**src/rtl/pipe_collision_score.sv**
```systemverilog
// Game-control stage for the scrolling-pipe game.
// Runs the IDLE/PLAY/DEAD state machine, picks a pseudo-random gap row
// for each pipe pass, detects bird collisions with the pipe or the ground,
// and keeps a saturating two-digit BCD score. Its gameover output freezes
// the pipe shifter, and pipe_rst restarts the shifter on a new game.
module pipe_collision_score #(
    parameter int COLS     = 16,
    parameter int ROWS     = 16,
    parameter int GAP_H    = 4,
    parameter int BIRD_COL = 3,
    parameter int GAP_INIT = 6,
    parameter logic [7:0] SEED = 8'hA5
) (
    input  logic        clk,
    input  logic        rst,
    input  logic        start,
    input  logic [3:0]  bird_y,
    input  logic [31:0] shift,
    input  logic [31:0] counter,
    output logic        gameover,
    output logic        pipe_rst,
    output logic        pipe_valid,
    output logic [3:0]  pipe_col,
    output logic [3:0]  gap_top,
    output logic [7:0]  score_bcd,
    output logic [1:0]  state
);

    typedef enum logic [1:0] {
        IDLE = 2'b00,
        PLAY = 2'b01,
        DEAD = 2'b10
    } state_t;

    state_t      state_q;
    logic [7:0]  lfsr;
    logic [31:0] counter_q;

    logic        hit;
    logic        pass;
    logic        in_gap;
    logic        lfsr_fb;
    logic [7:0]  gap_sum;
    logic [3:0]  gap_next;
    logic [7:0]  score_next;
    logic [4:0]  gap_end;

    assign state = state_q;

    // Pipe position on screen: the shifter offset counts columns from the right edge
    always_comb begin
        pipe_valid = (shift <= 32'(COLS - 1));
        pipe_col   = 4'(COLS - 1) - shift[3:0];
    end

    // Collision and pass detection; a hit only counts while actually playing
    always_comb begin
        gap_end = {1'b0, gap_top} + 5'(GAP_H);
        in_gap  = (bird_y >= gap_top) && ({1'b0, bird_y} < gap_end);
        hit     = (state_q == PLAY) &&
                  ((pipe_valid && (pipe_col == 4'(BIRD_COL)) && !in_gap) ||
                   (bird_y == 4'(ROWS - 1)));
        pass    = (counter != counter_q);
    end

    // Next gap row drawn from the LFSR, and the saturating BCD increment of the score
    always_comb begin
        lfsr_fb  = lfsr[7] ^ lfsr[5] ^ lfsr[4] ^ lfsr[3];
        gap_sum  = ({4'b0000, lfsr[3:0]} % 8'(ROWS - GAP_H - 1)) + 8'd1;
        gap_next = gap_sum[3:0];
        if (score_bcd == 8'h99) begin
            score_next = 8'h99;
        end else if (score_bcd[3:0] == 4'd9) begin
            score_next = {score_bcd[7:4] + 4'd1, 4'd0};
        end else begin
            score_next = {score_bcd[7:4], score_bcd[3:0] + 4'd1};
        end
    end

    // Free-running LFSR so the gap sequence depends on how long each state lasted
    always_ff @(posedge clk) begin
        if (rst) begin
            lfsr <= SEED;
        end else begin
            lfsr <= {lfsr[6:0], lfsr_fb};
        end
    end

    // Delayed copy of the shifter pass count; any difference marks a completed pass
    always_ff @(posedge clk) begin
        if (rst) begin
            counter_q <= counter;
        end else begin
            counter_q <= counter;
        end
    end

    // Game state machine with registered gameover, restart pulse, score and gap row
    always_ff @(posedge clk) begin
        if (rst) begin
            state_q   <= IDLE;
            gameover  <= 1'b1;
            pipe_rst  <= 1'b0;
            gap_top   <= 4'(GAP_INIT);
            score_bcd <= 8'h00;
        end else begin
            pipe_rst <= 1'b0;
            case (state_q)
                IDLE: begin
                    if (start) begin
                        state_q  <= PLAY;
                        gameover <= 1'b0;
                    end else begin
                        gameover <= 1'b1;
                    end
                end
                PLAY: begin
                    if (hit) begin
                        state_q  <= DEAD;
                        gameover <= 1'b1;
                    end else begin
                        gameover <= 1'b0;
                        if (pass) begin
                            score_bcd <= score_next;
                            gap_top   <= gap_next;
                        end
                    end
                end
                DEAD: begin
                    gameover <= 1'b1;
                    if (start) begin
                        state_q   <= IDLE;
                        pipe_rst  <= 1'b1;
                        score_bcd <= 8'h00;
                        gap_top   <= 4'(GAP_INIT);
                    end
                end
                default: begin
                    state_q  <= IDLE;
                    gameover <= 1'b1;
                end
            endcase
        end
    end

endmodule

```
**config.mk**
```make
export PLATFORM = sky130hd
export DESIGN_NAME = pipe_collision_score
export DESIGN_NICKNAME = d
export VERILOG_FILES = /design/src/rtl/pipe_collision_score.sv
export SDC_FILE = /design/constraint.sdc
export NUM_CORES = 1
export LEC_CHECK = 0
export BUFFER_PORTS_ARGS = -buffer_cell sky130_fd_sc_hd__buf_2
export CAP_MARGIN = 10
export CORE_ASPECT_RATIO = 0.5
export CORE_UTILIZATION = 49
export DETAILED_ROUTE_END_ITERATION = 8
export GPL_TIMING_DRIVEN = 0
export HOLD_SLACK_MARGIN = 0.08
export PLACE_DENSITY = 0.78
export RECOVER_POWER = 50
export SYNTH_ARGS = -nofsm -noshare
export SYNTH_HDL_FRONTEND = slang
export SYNTH_SLANG_ARGS = --single-unit
```
**constraint.sdc**
```tcl
create_clock -name clk -period 3.1 [get_ports clk]
set_input_delay 0.62 -clock clk [delete_from_list [all_inputs] [get_ports clk]]
set_output_delay 0.62 -clock clk [all_outputs]
set_load 0.1 [all_outputs]
```
==> Yosys cells after proc, flatten, opt, wreduce, memory -nomap -nowiden <==
Index checks and enable logic that the tools add are counted.
{ "op_classes": {"n_addsub": 5, "div": 1, "magnitude_cmp": 3, "bitwise": 4, "eq_ne": 13, "muxes": 18, "n_reduce_logical": 12} }
{ "op_table": {"columns": ["operator", "n"], "rows": [
  ["two-way mux 8 bit", 5],
  ["<= comparator 32 x 4 -> 1 bit, second input constant", 1],
  ["inequality test 32 bit", 1],
  ["case mux 8 bit (2 select lines)", 1],
  ["adder 4 x 1 -> 4 bit, second input constant", 3],
  ["two-way mux 4 bit", 3],
  ["inequality test 2 bit, second input constant", 5],
  ["equality test 4 bit, second input constant", 2],
  ["equality test 8 bit, second input constant", 1],
  ["modulo 4 x 4 -> 8 bit, second input constant", 1],
  ["case mux 4 bit (2 select lines)", 1],
  ["two-way mux 2 bit", 3],
  ["case mux 2 bit (3 select lines)", 1],
  ["adder 4 x 3 -> 5 bit, second input constant", 1],
  ["less-than comparator 4 x 5 -> 1 bit", 1],
  ["AND reduction 5 bit", 1],
  ["equality test 4 x 2 -> 1 bit, second input constant", 1],
  [">= comparator 4 bit", 1],
  ["logical AND 1 bit", 4],
  ["AND reduction 4 bit", 1],
  ["subtractor 4 bit, first input constant", 1],
  ["two-way mux 1 bit", 3],
  ["inequality test 3 x 1 -> 1 bit, second input constant", 1],
  ["AND reduction 3 bit", 1],
  ["other kinds (10)", 12]
]} }
{ "word_totals": {"ff_bits": 56, "elab_cells": 64} }

==> Longest topological paths before layout <==
Gate-level depths: netlist of the first run.
{ "depth": {"ltp_word": 9, "mapped_depth": 10, "depth_no_buf": 9} }

==> Worst setup path before layout of the first run <==
No wires, ideal clock.
{ "synth_timing": {"path_type": "in2out", "start": "in shift[20]", "end": "out pipe_valid", "stages": 2, "arrival_time_ps": 3223, "path_buffers": 0, "required_time_ps": 2480, "path_slack_ps": -743, "cell_sequence": "or4_4 -> nor3_1"} }
{ "synth_via": {"elab_chain_cells": 1} }
{ "synth_rtl": {"columns": ["element", "line", "text"], "rows": [
  ["start, declared", "18", "input logic [31:0] shift,"],
  ["<= comparator 32 x 4 -> 1 bit", "52", "pipe_valid = (shift <= 32'(COLS - 1));"],
  ["end, declared", "22", "output logic pipe_valid,"]
]} }
Every way passes these cells.

==> Worst setup path after layout of the first run <==
{ "layout_timing": {"start": "reg gap_top[2]", "end": "reg score_bcd[4]"} }
{ "layout_via": {"elab_chain_cells": 9, "elab_cells_between_ends": 10, "cone_classes": "add/sub (1); order compare (2); eq/ne (1); reduce/logical (6)"} }
{ "layout_rtl": {"columns": ["element", "line", "text"], "rows": [
  ["start, declared", "24", "output logic [3:0] gap_top,"],
  ["start signal, assigned", "104", "gap_top <= 4'(GAP_INIT);"],
  ["start signal, assigned", "125", "gap_top <= gap_next;"],
  ["start signal, assigned", "135", "gap_top <= 4'(GAP_INIT);"],
  ["adder 4 x 3 -> 5 bit", "58", "gap_end = {1'b0, gap_top} + 5'(GAP_H);"],
  ["less-than comparator 4 x 5 -> 1 bit", "59", "in_gap = (bird_y >= gap_top) && ({1'b0, bird_y} < gap_end);"],
  ["logical AND 1 bit *", "59", null],
  ["logical NOT 1 bit *", "61", "((pipe_valid && (pipe_col == 4'(BIRD_COL)) && !in_gap) ||"],
  ["logical AND 1 bit *", "61", null],
  ["logical OR 1 bit *", "61", null],
  ["logical AND 1 bit *", "60", "hit = (state_q == PLAY) &&"],
  ["inequality test 2 bit (no line) *", null, null],
  ["AND reduction 5 bit (no line) *", null, null],
  ["end signal, assigned", "124", "score_bcd <= score_next;"],
  ["end, declared", "25", "output logic [7:0] score_bcd,"]
]} }
Every way passes the cells marked *; elsewhere a longest branch is shown, timed or not.
A chain may end at the register's enable or synchronous reset.

==> flow_summary_export.csv, run 1 <==
group,metric,value,unit
detailed_routing,wire_per_inst,13.4,µm
die,initial_core_util,51.5,%
timing,tightest_slew,0.495,ns
synth,synth_seq_cells,56,
global_route,grt_pass1_vias,2120,
clock_tree,hold_buffers,0,
global_route,grt_pass1_wl,8940,µm
pwr,internal_power,1.20,mW
critical_path,cp_max_fo,8,
global_route,grt_max_degree,18,
clock_tree,cts_sinks,56,
clock_tree,cts_tree,"yes",
timing,rsz0062_at_grt,"no",
synth,syn_area,0.00257,mm²
timing,min_period_over_period,86.5,%
hold_path,hold_class,"reg -> reg",
synth,ys_warn_count,0,
die,core-area,0.00500,mm²
global_route,track_usage,20.6,%
clock_tree,cts-htree-levels,2,
pwr,p_sw_share,31.8,%
timing,max_freq,373,MHz
final_layout,antennaDiodeCount,0,
pwr,ir_drop,0.318,mV
timing,setup_tns,0,ns
clock_tree,clk_latency,0.31,ns
synth,synth.yosys.seq_area_share,43.5,%
status,status,"finished, final reports clean",
pwr,combPwrFrac,25.6,%
place,place_congestion,0.826,
timing,slew_headroom,67.0,%
die,std_cell_rows,18,
detailed_routing,first_pass_iters,4,
place,numPortBuffers,91,
synth,synth_nets,344,
synth,syn_avg_cell_area,10.0,µm²
clock_tree,cts_setup_buffers,0,
synth,syn_inst,257,
detailed_routing,vias_per_cell,5.29,
final_layout,syn_to_final_growth,24.6,%
critical_path,startpoint_type,"flop",
pwr,power.switching,0.559,mW
die,die_w,105,µm
clock_tree,cts_root_buffer,"clkbuf_8",
final_layout,final_common_cell,"buf_2",
pwr,power.density,548,mW/mm²
detailed_routing,drc_errors,0,
critical_path,worstPathArrival,2.89,ns
global_route,antenna_found_initial,0,
critical_path,crit_type,"reg -> reg",
final_layout,drive_above_1_share,23.0,%
run,drv_cap,0,
final_layout,fillers,446,
place,dp.cells,418,
die,io_pins,92,
detailed_routing,num_vias,2255,
critical_path,required,3.31,ns
synth,ys_types,52,
detailed_routing,drtAntennaViolNets,0,
pwr,seqPwrFrac,45.8,%
critical_path,critPathCaptureType,"flop",
synth,async_flop_share,0,%
timing,hold_viol,0,
detailed_routing,wl,5690,µm
die,dieArea,0.00557,mm²
clock_tree,clk_pin_slew,0.10,ns
timing,drv_slew,0,
timing,setup_viol_count_final,0,
clock_tree,cts_inserted_buffers,5,
global_route,overflow,0,
place,dp_hpwl,4480,µm
clock_tree,ctsResizeCount,0,
timing,post-route-min-period,2.68,ns
detailed_routing,first_iter_violations,83,
pwr,p_leak,1.37,nW
final_layout,nNetsFinal,442,
clock_tree,cts.path.max_buffers,2,
pwr,p_clk_share,28.6,%
synth,synth-main-ff-cell,"dfxtp_1",
final_layout,mostFrequentLayoutCells,"60 x buf_2, 53 x dfxtp_1, 37 x clkbuf_1, 31 x xnor2_1, 16 x ha_1",
timing,whs,0.417,ns
final_layout,final_cells,426,
timing,skew,0.00503,ns
synth,synth_edf_count,0,
die,die_h,53.3,µm
state kept, by name, summed over array words and instances, names as in the netlist:
register,count
counter_q,32
state,2
lfsr,8
gameover,1
pipe_rst,1
gap_top,4
score_bcd,8
power groups by stage:
stage / Combinational [mW] / Sequential, mW / Clock (mW)
after floorplan: 0.226 / 0.930 / 0
after global placement: 0.441 / 0.818 / 0
after detailed placement: 0.453 / 0.822 / 0
after CTS: 0.456 / 0.805 / 0.512
after global routing: 0.488 / 0.812 / 0.542
final: 0.450 / 0.805 / 0.503
logic make-up after synthesis:
logic type      count (synthesis)  synth area share [%]
compound gates                 34                  10.6
simple gates                   83                  18.4
fa+ha+maj                      16                  7.77
xor+xnor                       37                  12.6
mux                             8                  3.45
buf+inv                        23                  3.69
flops                          56                  43.5
worst max-delay path, stage by stage (launching register included):
cell and delay [ns]:
dfxtp_2 0.35, ha_1 0.27, inv_1 0.04, ha_1 0.28, a21oi_1 0.15, o22a_1 0.16
a311o_1 0.27, a21boi_4 0.12, or4_1 0.59, mux2_1 0.33
through the flow:
| stage | util [%] | total power [mW] | worst slack (ns) | instance area (µm²) |
|---|---|---|---|---|
| 3_5_place_dp | 62.5 | 1.28 | 0.159 | 3130 |
| 6_report | 64.2 | 1.76 | 0.419 | 3210 |
| 2_1_floorplan | - | 1.16 | 0.0980 | 2580 |
| 4_1_cts | 65.0 | 1.77 | 0.391 | 3250 |
| 3_3_place_gp | 62.5 | 1.26 | 0.202 | 3130 |
| 5_1_grt | 64.2 | 1.84 | 0.305 | 3210 |
synth_stat cells, types with 3 or more instances:
cell type | count | area share, %
nand2_1 | 9 | 1.3
a31o_1 | 3 | 1.0
xnor2_1 | 31 | 11
nand4_1 | 9 | 2.2
nor4_1 | 12 | 2.9
nor2b_1 | 7 | 1.7
mux2i_1 | 4 | 1.6
dfxtp_1 | 56 | 44
or2_2 | 3 | 0.73
xor2_1 | 6 | 2.0
inv_1 | 15 | 2.2
ha_1 | 16 | 7.8
or4_1 | 5 | 1.5
clkbuf_1 | 5 | 0.73
nand3_1 | 7 | 1.4
o21ai_0 | 3 | 0.58
a21oi_1 | 5 | 0.97
o31ai_1 | 3 | 0.87
nor3_1 | 6 | 1.2
nor2_1 | 12 | 1.7
final timing paths:
path / startpoint / end / slack, ns / depth (start not counted)
min: lfsr[6] / lfsr[7] / 0.42 / 1
max reg2reg: gap_top[2] / score_bcd[4] / 0.42 / 9
min reg2reg: lfsr[6] / lfsr[7] / 0.42 / 1
max: gap_top[2] / score_bcd[4] / 0.42 / 9
metal layers:
metal	part of all wire, %	global-route usage, %	vias up
met4	1.2	6.90	0
met3	7.0	4.68	8
met1	43	22.8	1039
met2	49	40.3	87
li1	-	-	1121
met5	0	0	-
area by class of cell:
cell class,instances,area (µm²),share of cell area (%)
plain buffers,7,35.0,1.09
clock buffers,6,82.6,2.57
clock inverters,2,38.8,1.21
inverters,16,60.1,1.87
multi-input cells,178,1360,42.5
flip-flops and latches,56,1120,35.1
well taps,70,87.6,2.73
repair buffers,91,415,12.9
Note: power is estimated with default switching activity, not from simulation.
==> run 2: changes to the inputs <==
--- a/config.mk
+++ b/config.mk
@@ -5,14 +5,14 @@
 export SDC_FILE = /design/constraint.sdc
 export NUM_CORES = 1
 export LEC_CHECK = 0
-export BUFFER_PORTS_ARGS = -buffer_cell sky130_fd_sc_hd__buf_2
+export BUFFER_PORTS_ARGS = -buffer_cell sky130_fd_sc_hd__clkbuf_2
 export CAP_MARGIN = 10
 export CORE_ASPECT_RATIO = 0.5
-export CORE_UTILIZATION = 49
+export CORE_UTILIZATION = 30
 export DETAILED_ROUTE_END_ITERATION = 8
 export GPL_TIMING_DRIVEN = 0
 export HOLD_SLACK_MARGIN = 0.08
-export PLACE_DENSITY = 0.78
+export PLACE_DENSITY = 0.52
 export RECOVER_POWER = 50
 export SYNTH_ARGS = -nofsm -noshare
 export SYNTH_HDL_FRONTEND = slang
==> flow_summary_export.csv, run 2 (synthesis results as in run 1) <==
group,metric,value,unit
pwr,combPwrFrac,23.6,%
detailed_routing,wire_per_inst,12.8,µm
critical_path,startpoint_type,"flop",
global_route,grt_max_degree,18,
clock_tree,hold_buffers,0,
hold_path,hold_class,"reg -> reg",
pwr,seqPwrFrac,42.2,%
final_layout,largest_register_ffs,32,
detailed_routing,dr_wl_met2,2840,µm
place,numPortBuffers,91,
status,status,"finished, final reports clean",
critical_path,path_cells,"ha_1 -> inv_1 -> ha_1 -> a21oi_1 -> o22a_1 -> a311o_1 -> a21boi_4 -> or4_1 -> mux2_1",
clock_tree,cts_sinks,56,
critical_path,crit_slowest_cell,"or4_1",
global_route,track_usage,14.1,%
clock_tree,cts_setup_buffers,0,
timing,skew,0.00657,ns
detailed_routing,wl,6010,µm
pwr,p_leak,1.39,nW
timing,max_freq,371,MHz
timing,post-route-min-period,2.70,ns
global_route,antenna_found_initial,0,
die,initial_core_util,31.5,%
place,place_congestion,0.811,
critical_path,cp_max_fo,8,
clock_tree,clk_pin_slew,0.07,ns
detailed_routing,met3_length,412,µm
final_layout,mostFrequentLayoutCells,"58 x clkbuf_2, 53 x dfxtp_1, 39 x clkbuf_1, 31 x xnor2_1, 16 x ha_1",
timing,tightest_slew,0.548,ns
detailed_routing,drc_errors,0,
timing,hold_viol,0,
critical_path,slowest_delay,0.61,ns
pwr,power.switching,0.591,mW
detailed_routing,top_layer_used,"met4",
die,core-area,0.00817,mm²
critical_path,crit_type,"reg -> reg",
timing,slew_headroom,63.6,%
die,dieArea,0.00898,mm²
final_layout,reg_top3,"counter_q: 32 flops, lfsr: 8 flops, score_bcd: 8 flops",
clock_tree,cts_tree,"yes",
detailed_routing,wl_met1,2680,µm
timing,drv_slew,0,
die,die_w,133,µm
final_layout,drive_above_1_share,22.5,%
pwr,p_clk_share,34.2,%
critical_path,required,3.29,ns
run,drv_cap,0,
final_layout,ff_latch_area,0.00112,mm²
die,std_cell_rows,23,
final_layout,antennaDiodeCount,0,
pwr,p_sw_share,30.9,%
detailed_routing,first_pass_iters,5,
clock_tree,cts_root_buffer,"clkbuf_16",
timing,rsz0062_at_grt,"no",
critical_path,critPathCaptureType,"flop",
pwr,power.density,578,mW/mm²
clock_tree,ctsResizeCount,0,
die,die_h,67.5,µm
timing,setup_viol_count_final,0,
clock_tree,clk_latency,0.30,ns
detailed_routing,vias_per_cell,4.72,
final_layout,final_common_cell,"clkbuf_2",
die,io_pins,92,
detailed_routing,num_vias,2210,
final_layout,final_cell_area,0.00331,mm²
clock_tree,cts.path.max_buffers,2,
final_layout,fillers,842,
timing,min_period_over_period,87.0,%
detailed_routing,first_iter_violations,90,
final_layout,nNetsFinal,442,
global_route,overflow,0,
timing,setup_tns,0,ns
critical_path,worstPathArrival,2.89,ns
critical_path,critical_path.most_common_cell,"ha_1",
global_route,grt_pass1_vias,2200,
pwr,ir_drop,0.255,mV
final_layout,utilization,40.4,%
place,dp_hpwl,4740,µm
final_layout,multi_input_comb_area,0.00136,mm²
final_layout,top_register,"counter_q",
clock_tree,cts-htree-levels,2,
global_route,grt_pass1_wl,9820,µm
pwr,internal_power,1.32,mW
final_layout,syn_to_final_growth,28.4,%
detailed_routing,drtAntennaViolNets,0,
place,place_area,0.00318,mm²
clock_tree,cts_inserted_buffers,5,
timing,whs,0.410,ns
[run 2: cell types whose count changed in the layout (fill, tap and decap cells not counted), sizes merged]
cell	change
buf	-59
clkbuf	+59
clkinv	-1
inv	+1
[run 2: power by group through the flow]
stage | Clock (mW) | Combinational [mW] | Sequential [mW]
finish | 0.654 | 0.451 | 0.805
detailed placement | 0 | 0.458 | 0.821
CTS | 0.669 | 0.461 | 0.805
floorplan | 0 | 0.226 | 0.930
global placement | 0 | 0.447 | 0.820
global route | 0.704 | 0.493 | 0.812
[run 2: worst paths after layout]
| check | from | endpoint | slack [ns] | cells after the start |
|---|---|---|---|---|
| worst max-delay path | gap_top[2] | score_bcd[4] | 0.40 | 9 |
| worst min-delay path | lfsr[6] | lfsr[7] | 0.41 | 1 |
| worst max register to register | gap_top[2] | score_bcd[4] | 0.40 | 9 |
| worst min register to register | lfsr[6] | lfsr[7] | 0.41 | 1 |
[run 2: area by class of cell]
class,count,share of cell area (%)
Buffer,7,1.06
Clock buffer,6,3.90
Clock inverter,2,1.17
Inverter,16,1.82
Multi-Input combinational cell,178,41.3
Sequential cell,56,34.0
Tap cell,112,4.24
Timing Repair Buffer,91,12.5
[run 2: critical path, delay by kind of cell (launching register included)]
| family | cells | cell delay [ns] |
|---|---|---|
| compound gates | 4 | 0.71 |
| fa+ha+maj | 2 | 0.55 |
| mux | 1 | 0.33 |
| buf+inv | 1 | 0.04 |
| simple gates | 1 | 0.61 |
| flops | 1 | 0.35 |
[run 2: routing by layer]
layer | vias to the layer above | GRT usage [%]
li1 | 1118 | -
met1 | 995 | 15.8
met2 | 88 | 26.4
met3 | 9 | 3.38
met4 | 0 | 5.75
met5 | - | 0
[run 2: metrics by stage]
stage / setup slack, ns / std cells / total power, mW
6_report: 0.402 / 468 / 1.91
5_1_grt: 0.265 / 468 / 2.01
4_1_cts: 0.397 / 468 / 1.93
3_5_place_dp: 0.155 / 460 / 1.28
3_3_place_gp: 0.148 / 460 / 1.27
2_1_floorplan: 0.0980 / 257 / 1.16
==> run 3: changes to the inputs <==
--- a/config.mk
+++ b/config.mk
@@ -7,7 +7,7 @@
 export LEC_CHECK = 0
 export BUFFER_PORTS_ARGS = -buffer_cell sky130_fd_sc_hd__clkbuf_2
 export CAP_MARGIN = 10
-export CORE_ASPECT_RATIO = 0.5
+export CORE_MARGIN = 3
 export CORE_UTILIZATION = 30
 export DETAILED_ROUTE_END_ITERATION = 8
 export GPL_TIMING_DRIVEN = 0
==> constraint.sdc (replaced) <==
create_clock -name clk -period 3 [get_ports clk]
set_input_delay 0.6 -clock clk [delete_from_list [all_inputs] [get_ports clk]]
set_output_delay 0.6 -clock clk [all_outputs]
set_load 0.1 [all_outputs]
==> flow_summary_export.csv, run 3 (synthesis results as in run 1) <==
group,metric,value,unit
final_layout,mostFrequentLayoutCells,"58 x clkbuf_2, 52 x dfxtp_1, 38 x clkbuf_1, 31 x xnor2_1, 16 x ha_1",
timing,drv_slew,0,
timing,setup_viol_count_final,0,
global_route,grt_pass1_vias,2141,
timing,slew_headroom,62.8,%
die,initial_core_util,31.2,%
clock_tree,ctsResizeCount,0,
final_layout,reg_top3,"counter_q: 32 flops, lfsr: 8 flops, score_bcd: 8 flops",
timing,tightest_slew,0.561,ns
place,dp_hpwl,4710,µm
final_layout,fillers,879,
clock_tree,cts-htree-levels,2,
critical_path,path_delay_family,"compound AO/OA/AOI/OAI gates",
detailed_routing,first_iter_violations,116,
critical_path,required,3.19,ns
critical_path,crit_slowest_cell,"or4_1",
final_layout,top_register,"counter_q",
global_route,track_usage,12.0,%
critical_path,slowest_delay,0.60,ns
detailed_routing,first_pass_iters,4,
critical_path,startpoint_type,"flop",
final_layout,antennaDiodeCount,0,
timing,min_period_over_period,92.5,%
clock_tree,cts_root_buffer,"clkbuf_8",
pwr,ir_drop,0.275,mV
global_route,overflow,0,
detailed_routing,wire_per_inst,12.6,µm
hold_path,hold_class,"reg -> reg",
critical_path,path_cells,"ha_1 -> inv_1 -> ha_1 -> a21oi_1 -> o22a_1 -> a311o_1 -> a21boi_4 -> or4_1 -> mux2_1",
clock_tree,cts_sinks,56,
detailed_routing,wl,5800,µm
clock_tree,cts_setup_buffers,0,
critical_path,critPathCaptureType,"flop",
critical_path,r2r_start,"gap_top[2]",
place,numPortBuffers,91,
hold_path,whs_endpoint,"lfsr[7]",
final_layout,largest_register_ffs,32,
clock_tree,clk_latency,0.31,ns
run,drv_cap,0,
timing,post-route-min-period,2.77,ns
die,die_w,98.6,µm
final_layout,drive_above_1_share,23.0,%
final_layout,final_common_cell,"clkbuf_2",
hold_path,hp-start,"lfsr[6]",
timing,rsz0062_at_grt,"no",
detailed_routing,num_vias,2156,
clock_tree,cts_tree,"yes",
clock_tree,cts_inserted_buffers,5,
final_layout,syn_to_final_growth,25.1,%
critical_path,worst-r2r-setup-slack,0.23,ns
critical_path,worstPathArrival,2.97,ns
die,dieArea,0.00973,mm²
timing,hold_viol,0,
critical_path,worst-path-buf-inv,1,
die,core-area,0.00826,mm²
global_route,grt_pass1_wl,9630,µm
critical_path,critical_path.most_common_cell,"ha_1",
final_layout,nNetsFinal,442,
pwr,power.density,530,mW/mm²
critical_path,r2r_end,"score_bcd[4]",
clock_tree,clk_pin_slew,0.10,ns
global_route,grt_max_degree,19,
detailed_routing,drc_errors,0,
timing,max_freq,360,MHz
critical_path,cp_max_fo,8,
critical_path,reg2reg_depth,9,
die,die_h,98.6,µm
timing,skew,0.0106,ns
die,io_pins,92,
global_route,antenna_found_initial,0,
status,status,"finished, final reports clean",
hold_path,hold_depth,1,
timing,setup_tns,0,ns
timing,whs,0.420,ns
detailed_routing,drtAntennaViolNets,0,
detailed_routing,vias_per_cell,4.68,
clock_tree,hold_buffers,0,
critical_path,crit_type,"reg -> reg",
die,std_cell_rows,33,
clock_tree,cts.path.max_buffers,2,
place,place_congestion,0.754,
pwr,p_leak,1.35,nW
## run 3: cell count changes in the layout (fill, tap and decap cells not counted), sizes merged
cell and change:
bufinv -1, clkinvlp +1, clkinv +1, clkbuf -1
## run 3: how the worst max path moves through the flow
stage | start | endpoint | depth (start not counted)
after floorplan | shift[20] | pipe_valid | 2
after global placement | bird_y[0] | gap_top[3] | 10
final | gap_top[2] | score_bcd[4] | 9
after CTS | gap_top[2] | score_bcd[4] | 9
after global routing | gap_top[2] | score_bcd[4] | 9
after detailed placement | bird_y[0] | gap_top[3] | 10
## run 3: area by class of cell
type	instances	area [µm²]	area share [%]
flip-flops and latches	56	1130	35.0
plain buffers	7	35.0	1.09
repair buffers	91	414	12.9
clock buffers	5	68.8	2.14
inverters	16	60.1	1.86
well taps	105	131	4.08
clock inverters	3	21.3	0.660
multi-input cells	178	1360	42.3
## run 3: power breakdown
part / total, mW / leakage [nW] / internal [mW] / switching, mW
Clock: 0.415 / 0.0445 / 0.166 / 0.249
Combinational: 0.460 / 0.840 / 0.171 / 0.290
Sequential: 0.832 / 0.467 / 0.795 / 0.0374
Total: 1.71 / 1.35 / 1.13 / 0.576
## run 3: per-layer routing
metal	vias to the layer above	GRT usage, %	wire length, µm
met2	75	20.2	2660
li1	1117	-	-
met3	6	3.82	479
met1	958	14.9	2600
met4	0	3.15	56
met5	-	0	0
## run 3: per-stage QoR
| stage | total power [mW] | setup slack, ns | area, µm² | utilization [%] | cells |
|---|---|---|---|---|---|
| 2_1_floorplan | 1.20 | 0.0592 | 2580 | - | 257 |
| 4_1_cts | 1.74 | 0.200 | 3260 | 39.5 | 461 |
| 6_report | 1.71 | 0.225 | 3220 | 39.0 | 461 |
| 5_1_grt | 1.81 | 0.0721 | 3220 | 39.0 | 461 |
| 3_3_place_gp | 1.31 | 0.0701 | 3170 | 38.4 | 453 |
| 3_5_place_dp | 1.32 | 0.0568 | 3170 | 38.4 | 453 |
